===== src/rtl/axppa_pkg.sv =====
// Shared types and default sizing for the approximate prefix adder characterisation blocks.
package axppa_pkg;

  localparam int AXPPA_WIDTH = 16;
  localparam int AXPPA_CNT_W = 32;

  typedef enum logic [1:0] {
    IDLE,
    RUN,
    DRAIN,
    DONE
  } axppa_state_t;

  typedef struct packed {
    logic [AXPPA_WIDTH:1] op_a;
    logic [AXPPA_WIDTH:1] op_b;
    logic                 carry_in;
    logic [AXPPA_WIDTH:1] approx_sum;
    logic                 approx_cout;
  } axppa_sample_t;

endpackage


===== src/rtl/axppa_ed_calc.sv =====
// Combinational exact sum and absolute error distance against an approximate adder result.
module axppa_ed_calc #(
  parameter int WIDTH = 16
) (
  input  logic [WIDTH:1] op_a,
  input  logic [WIDTH:1] op_b,
  input  logic           carry_in,
  input  logic [WIDTH:1] approx_sum,
  input  logic           approx_cout,
  output logic [WIDTH:0] exact,
  output logic [WIDTH:0] approx,
  output logic [WIDTH:0] ed
);

  always_comb begin
    exact  = {1'b0, op_a} + {1'b0, op_b} + {{WIDTH{1'b0}}, carry_in};
    approx = {approx_cout, approx_sum};
    ed     = (exact >= approx) ? (exact - approx) : (approx - exact);
  end

endmodule


===== src/rtl/axppa_error_monitor.sv =====
// Windowed error-rate / error-distance collector for approximate adders (3-stage pipeline).
module axppa_error_monitor
  import axppa_pkg::*;
#(
  parameter int          WIDTH   = AXPPA_WIDTH,
  parameter int          CNT_W   = AXPPA_CNT_W,
  parameter int unsigned SAMPLES = 1024
) (
  input  logic             clk,
  input  logic             rst_n,
  input  logic             start,
  input  logic             clear,
  input  logic             in_valid,
  output logic             in_ready,
  input  logic [WIDTH:1]   op_a,
  input  logic [WIDTH:1]   op_b,
  input  logic             carry_in,
  input  logic [WIDTH:1]   approx_sum,
  input  logic             approx_cout,
  output logic             busy,
  output logic             done,
  output logic [CNT_W-1:0] sample_count,
  output logic [CNT_W-1:0] err_count,
  output logic [CNT_W-1:0] ed_sum,
  output logic [WIDTH:0]   ed_max
);

  typedef struct packed {
    logic [WIDTH:1] op_a;
    logic [WIDTH:1] op_b;
    logic           carry_in;
    logic [WIDTH:1] approx_sum;
    logic           approx_cout;
  } sample_t;

  // Sum is formed wide enough to hold either operand plus a carry before saturating.
  localparam int SW = ((CNT_W > WIDTH + 1) ? CNT_W : WIDTH + 1) + 1;

  axppa_state_t   state, state_nxt;
  logic           drain_cnt;
  logic           accept, last_accept, zero_res;
  logic           s1_vld, s2_vld, s2_err;
  sample_t        s1;
  logic [WIDTH:0] s2_ed;
  logic [WIDTH:0] calc_exact, calc_approx, calc_ed;
  logic [SW-1:0]  sum_ext;

  assign in_ready    = (state == RUN) && (sample_count < CNT_W'(SAMPLES));
  assign accept      = in_valid && in_ready;
  assign last_accept = accept && (sample_count == CNT_W'(SAMPLES - 1));
  assign busy        = (state == RUN) || (state == DRAIN);
  assign done        = (state == DONE);

  always_comb begin
    state_nxt = state;
    zero_res  = 1'b0;
    if (clear) begin
      state_nxt = IDLE;
      zero_res  = 1'b1;
    end else begin
      case (state)
        IDLE:  if (start) begin state_nxt = RUN; zero_res = 1'b1; end
        RUN:   if (last_accept) state_nxt = DRAIN;
        DRAIN: if (drain_cnt) state_nxt = DONE;
        DONE:  if (start) begin state_nxt = RUN; zero_res = 1'b1; end
        default: state_nxt = IDLE;
      endcase
    end
  end

  always_ff @(posedge clk or negedge rst_n) begin
    if (!rst_n) begin
      state     <= IDLE;
      drain_cnt <= 1'b0;
    end else begin
      state     <= state_nxt;
      drain_cnt <= (state == DRAIN) && !clear ? ~drain_cnt : 1'b0;
    end
  end

  axppa_ed_calc #(.WIDTH(WIDTH)) u_ed_calc (
    .op_a        (s1.op_a),
    .op_b        (s1.op_b),
    .carry_in    (s1.carry_in),
    .approx_sum  (s1.approx_sum),
    .approx_cout (s1.approx_cout),
    .exact       (calc_exact),
    .approx      (calc_approx),
    .ed          (calc_ed)
  );

  always_ff @(posedge clk or negedge rst_n) begin
    if (!rst_n) begin
      s1_vld <= 1'b0;
      s1     <= '0;
      s2_vld <= 1'b0;
      s2_ed  <= '0;
      s2_err <= 1'b0;
    end else begin
      s1_vld <= accept && !clear;
      s2_vld <= s1_vld && !clear;
      if (accept) s1 <= '{op_a, op_b, carry_in, approx_sum, approx_cout};
      s2_ed  <= calc_ed;
      s2_err <= (calc_exact != calc_approx);
    end
  end

  assign sum_ext = SW'(ed_sum) + SW'(s2_ed);

  always_ff @(posedge clk or negedge rst_n) begin
    if (!rst_n) begin
      sample_count <= '0;
      err_count    <= '0;
      ed_sum       <= '0;
      ed_max       <= '0;
    end else if (zero_res) begin
      sample_count <= '0;
      err_count    <= '0;
      ed_sum       <= '0;
      ed_max       <= '0;
    end else begin
      if (accept) sample_count <= sample_count + CNT_W'(1);
      if (s2_vld) begin
        err_count <= err_count + CNT_W'(s2_err);
        ed_sum    <= (sum_ext > SW'({CNT_W{1'b1}})) ? '1 : sum_ext[CNT_W-1:0];
        if (s2_ed > ed_max) ed_max <= s2_ed;
      end
    end
  end

endmodule


===== config.mk =====
export PLATFORM = sky130hd
export DESIGN_NAME = axppa_error_monitor
export DESIGN_NICKNAME = d
export VERILOG_FILES = /design/src/rtl/axppa_pkg.sv /design/src/rtl/axppa_ed_calc.sv /design/src/rtl/axppa_error_monitor.sv
export SDC_FILE = /design/constraint.sdc
export NUM_CORES = 1
export LEC_CHECK = 0
export ABC_AREA = 1
export ABC_CLOCK_PERIOD_IN_PS = 4300
export CORE_ASPECT_RATIO = 1.5
export CORE_MARGIN = 2
export CORE_UTILIZATION = 35
export CTS_BUF_LIST = sky130_fd_sc_hd__clkbuf_16
export DETAILED_ROUTE_END_ITERATION = 7
export PLACE_DENSITY = 0.54
export SETUP_SLACK_MARGIN = 0.05
export SLEW_MARGIN = 30
export SYNTH_ARGS = -nofsm -noshare
export SYNTH_HDL_FRONTEND = slang
export SYNTH_SLANG_ARGS = --single-unit

===== constraint.sdc =====
create_clock -name clk -period 4.3 [get_ports clk]
set_input_delay 0.86 -clock clk [delete_from_list [all_inputs] [get_ports clk]]
set_output_delay 0.86 -clock clk [all_outputs]
set_load 0.02 [all_outputs]

==> results by group <==
Detailed routing
  • Routed vias: 12.2k
  • First-iteration detailed-routing DRC count: 622
  • Vias per cell: 4.85
  • Antenna-violating nets left: 0
  • 1st-pass router iterations: 5
  • Post-route DRC: 0
  • Wire per inst: 15.4 um
  • Final wirelength: 38.8 mm

Worst setup path
  • R2R setup slack: 0.56 ns
  • Critical Path Fanout Max: 18
  • Setup crit start kind: flop
  • Setup crit end: s2_ed[6]
  • Setup Crit Path Kind: reg -> reg
  • Setup crit start: s1[18]
  • Worst Setup End Kind: flop
  • Reg-to-reg startpoint: s1[18]
  • Worst path arrival time: 4.14 ns
  • WP data required: 4.69 ns
  • FF-to-FF path depth: 17
  • FF-to-FF End: s2_ed[6]

Pwr
  • PD cells: 757 nW/um^2
  • Seq pwr share: 0.200
  • Sw power: 6230 uW
  • Net Sw Frac: 0.517
  • Leak: 0.00772 uW
  • Gate power share: 0.651
  • Peak supply drop: 0.424 mV
  • Int Power: 5820 uW
  • Tot Pwr: 12000 uW
  • Clock power frac: 0.149

Cells and area
  • Filler Cells Inserted: 3835
  • Multi-input gate area: 7220 um^2
  • Antenna Cells: 0
  • Share of layout cells above drive strength 1: 0.0388
  • Area taken by flip-flops and latches: 4650 um^2
  • Area grow syn2layout: 21.3%
  • Fin cells: 2522
  • Total Nets Final: 2174

Place
  • PortBufs: 170
  • Final GP Congestion: 0.898
  • Dpl ws: 0.317 ns
  • DP Cell Count: 2489
  • Post-DP HPWL: 30.6 mm

Floorplanning
  • DIE WIDTH: 162 um
  • Die H: 241 um
  • Initial core utilization: 0.356
  • Die footprint: 39100 um^2
  • Num rows: 86
  • Boundary pin count: 171
  • Floorplan core area: 36900 um^2

STA
  • TNS Setup: 0 ns
  • Hold Fails Final Rpt: 0
  • Max_slew headroom: 0.457
  • Fin crit share: 0.870
  • Final WS setup: 0.559 ns
  • Worst-Margin Slew: 0.813 ns
  • Min Tclk post-route: 3.74 ns
  • Unrepaired setup endpoints after global routing: no
  • F_max: 0.267 GHz
  • Max-slew violations: 0
  • Skew final: 0.0164 ns
  • Final setup violation count: 0

Run
  • Max Cap Violations: 0

Synth
  • Most common cell in the netlist: nand2_1
  • Synth cell types: 51
  • Synth Cell Area: 13100 um^2
  • Ranking of synthesized cells by area: dfrtp_1 (35%), nand2_1 (18%), ha_1 (8.5%)
  • Synth warnings: 0
  • FFs w/ async S/R, synth: 1.00
  • Cells after Synth: 1875
  • Number of synthesized flops with an enable pin: 0
  • Sequential area share after synthesis: 0.355
  • Ys flop type: dfrtp_1
  • Most area-hungry cell type in the Yosys netlist: dfrtp_1
  • Syn Nets: 2024
  • Synth Register Bits: 186
  • Post-synth top area share: 0.355
  • Syn_area_per_cell: 7.00 um^2
  • Post-synth top cells: nand2_1 (612), inv_1 (252), dfrtp_1 (186)

Global routing
  • Initial antenna violation count: 0
  • First-pass GRT wire length: 62.3 mm
  • Vias in the first global route: 11.9k
  • Remaining Overflow, GRT: 0
  • Largest net degree at the start of global routing: 112
  • Total global-route track usage: 0.202

Clock tree
  • CTS tree: yes
  • CTS sink count: 186
  • H-tree Lvls: 4
  • Worst-case clock buffer depth: 2
  • CTS Root Cell: clkbuf_16
  • Worst-Skew Late Latency: 0.46 ns
  • Hold Buf Count CTS: 0
  • Clk slew on worst S/H paths: 0.07 ns
  • Post-CTS Setup Inserts: 0
  • Resized Gates After CTS: 0
  • TritonCTS buffer count: 17

Run status
  • Outcome: completed

Min path
  • Worst Hold Class: in -> async
-- cell type report --
class | instances | area share
Clock buffer | 17 | 0.0267
Tap cell | 484 | 0.0380
Clock inverter | 15 | 0.0139
Inverter | 262 | 0.0619
Multi-Input combinational cell | 1379 | 0.453
Sequential cell | 186 | 0.292
Timing Repair Buffer | 179 | 0.114
-- placed cells by master, fill, tap and decap left out, types with 34 or more instances in the layout --
cell / netlist / layout
a21oi_1: 78 / 78
clkdlybuf4s50_1: 0 / 169
dfrtp_1: 186 / 186
ha_1: 89 / 89
inv_1: 252 / 253
nand2_1: 612 / 612
nand3_1: 129 / 129
nand4_1: 34 / 34
nor2_1: 146 / 145
nor3_1: 35 / 35
o21ai_0: 93 / 91
xor2_1: 45 / 45
-- cell families after synthesis --
kind of cell	after synthesis	synth area share
buf+inv	310	0.0962
compound gates	227	0.0956
xor+xnor	56	0.0374
simple gates	1002	0.324
flops	186	0.355
fa+ha+maj	94	0.0925
-- worst max-delay path, cell delays in order (launching register included) --
cell	delay, ns
dfrtp_1	0.38
fa_1	0.18
inv_1	0.06
fa_1	0.42
o21ai_1	0.39
nand3_1	0.12
nand3_1	0.17
nand2_1	0.07
nand2_1	0.09
xor2_1	0.20
ha_1	0.36
a21oi_1	0.23
o21ai_0	0.12
a21oi_2	0.16
nand4_4	0.29
inv_4	0.25
o21ai_0	0.11
nand2_1	0.06
-- metal layers --
layer  routed length (um)  global-route usage  vias up  share of wire
li1                     -                   -     6287              -
met1                15900               0.231     5656           0.41
met2                20700               0.384      230           0.53
met3                  957              0.0235       65          0.025
met4                 1270              0.0762        0          0.033
met5                    0                   0        -              0
-- power by group through the flow --
stage                     Sequential, uW  Clock [uW]  Combinational, uW
after floorplan                     2350           0               6040
after global placement              2420           0               7870
after detailed placement            2440           0               7860
after CTS                           2400        1840               7900
after global routing                2440        1900               9000
final                               2400        1790               7850
-- state kept, by name, summed over array words and instances (netlist names) --
| name | flops |
|---|---|
| s1 | 50 |
| ed_sum | 32 |
| err_count | 32 |
| sample_count | 32 |
| ed_max | 17 |
| s2_ed | 17 |
| state | 2 |
| drain_cnt | 1 |
| s1_vld | 1 |
| s2_err | 1 |
| s2_vld | 1 |
-- through the flow --
step / hold WS, ns / util / area (um^2)
global placement: 0.425 / 0.413 / 15200
detailed placement: 0.414 / 0.413 / 15200
finish: 0.277 / 0.431 / 15900
global route: 0.289 / 0.431 / 15900
CTS: 0.437 / 0.430 / 15900
floorplan: 0.402 / - / 13100
-- how the worst min path moves through the flow --
stage | start | to | slack, ns
5_1_grt | rst_n | ed_sum[18] | 0.29
6_report | rst_n | ed_sum[26] | 0.28
3_5_place_dp | drain_cnt | drain_cnt | 0.41
4_1_cts | drain_cnt | drain_cnt | 0.44
2_1_floorplan | drain_cnt | drain_cnt | 0.40
3_3_place_gp | drain_cnt | drain_cnt | 0.43
Power figures use the tool's default switching activity.
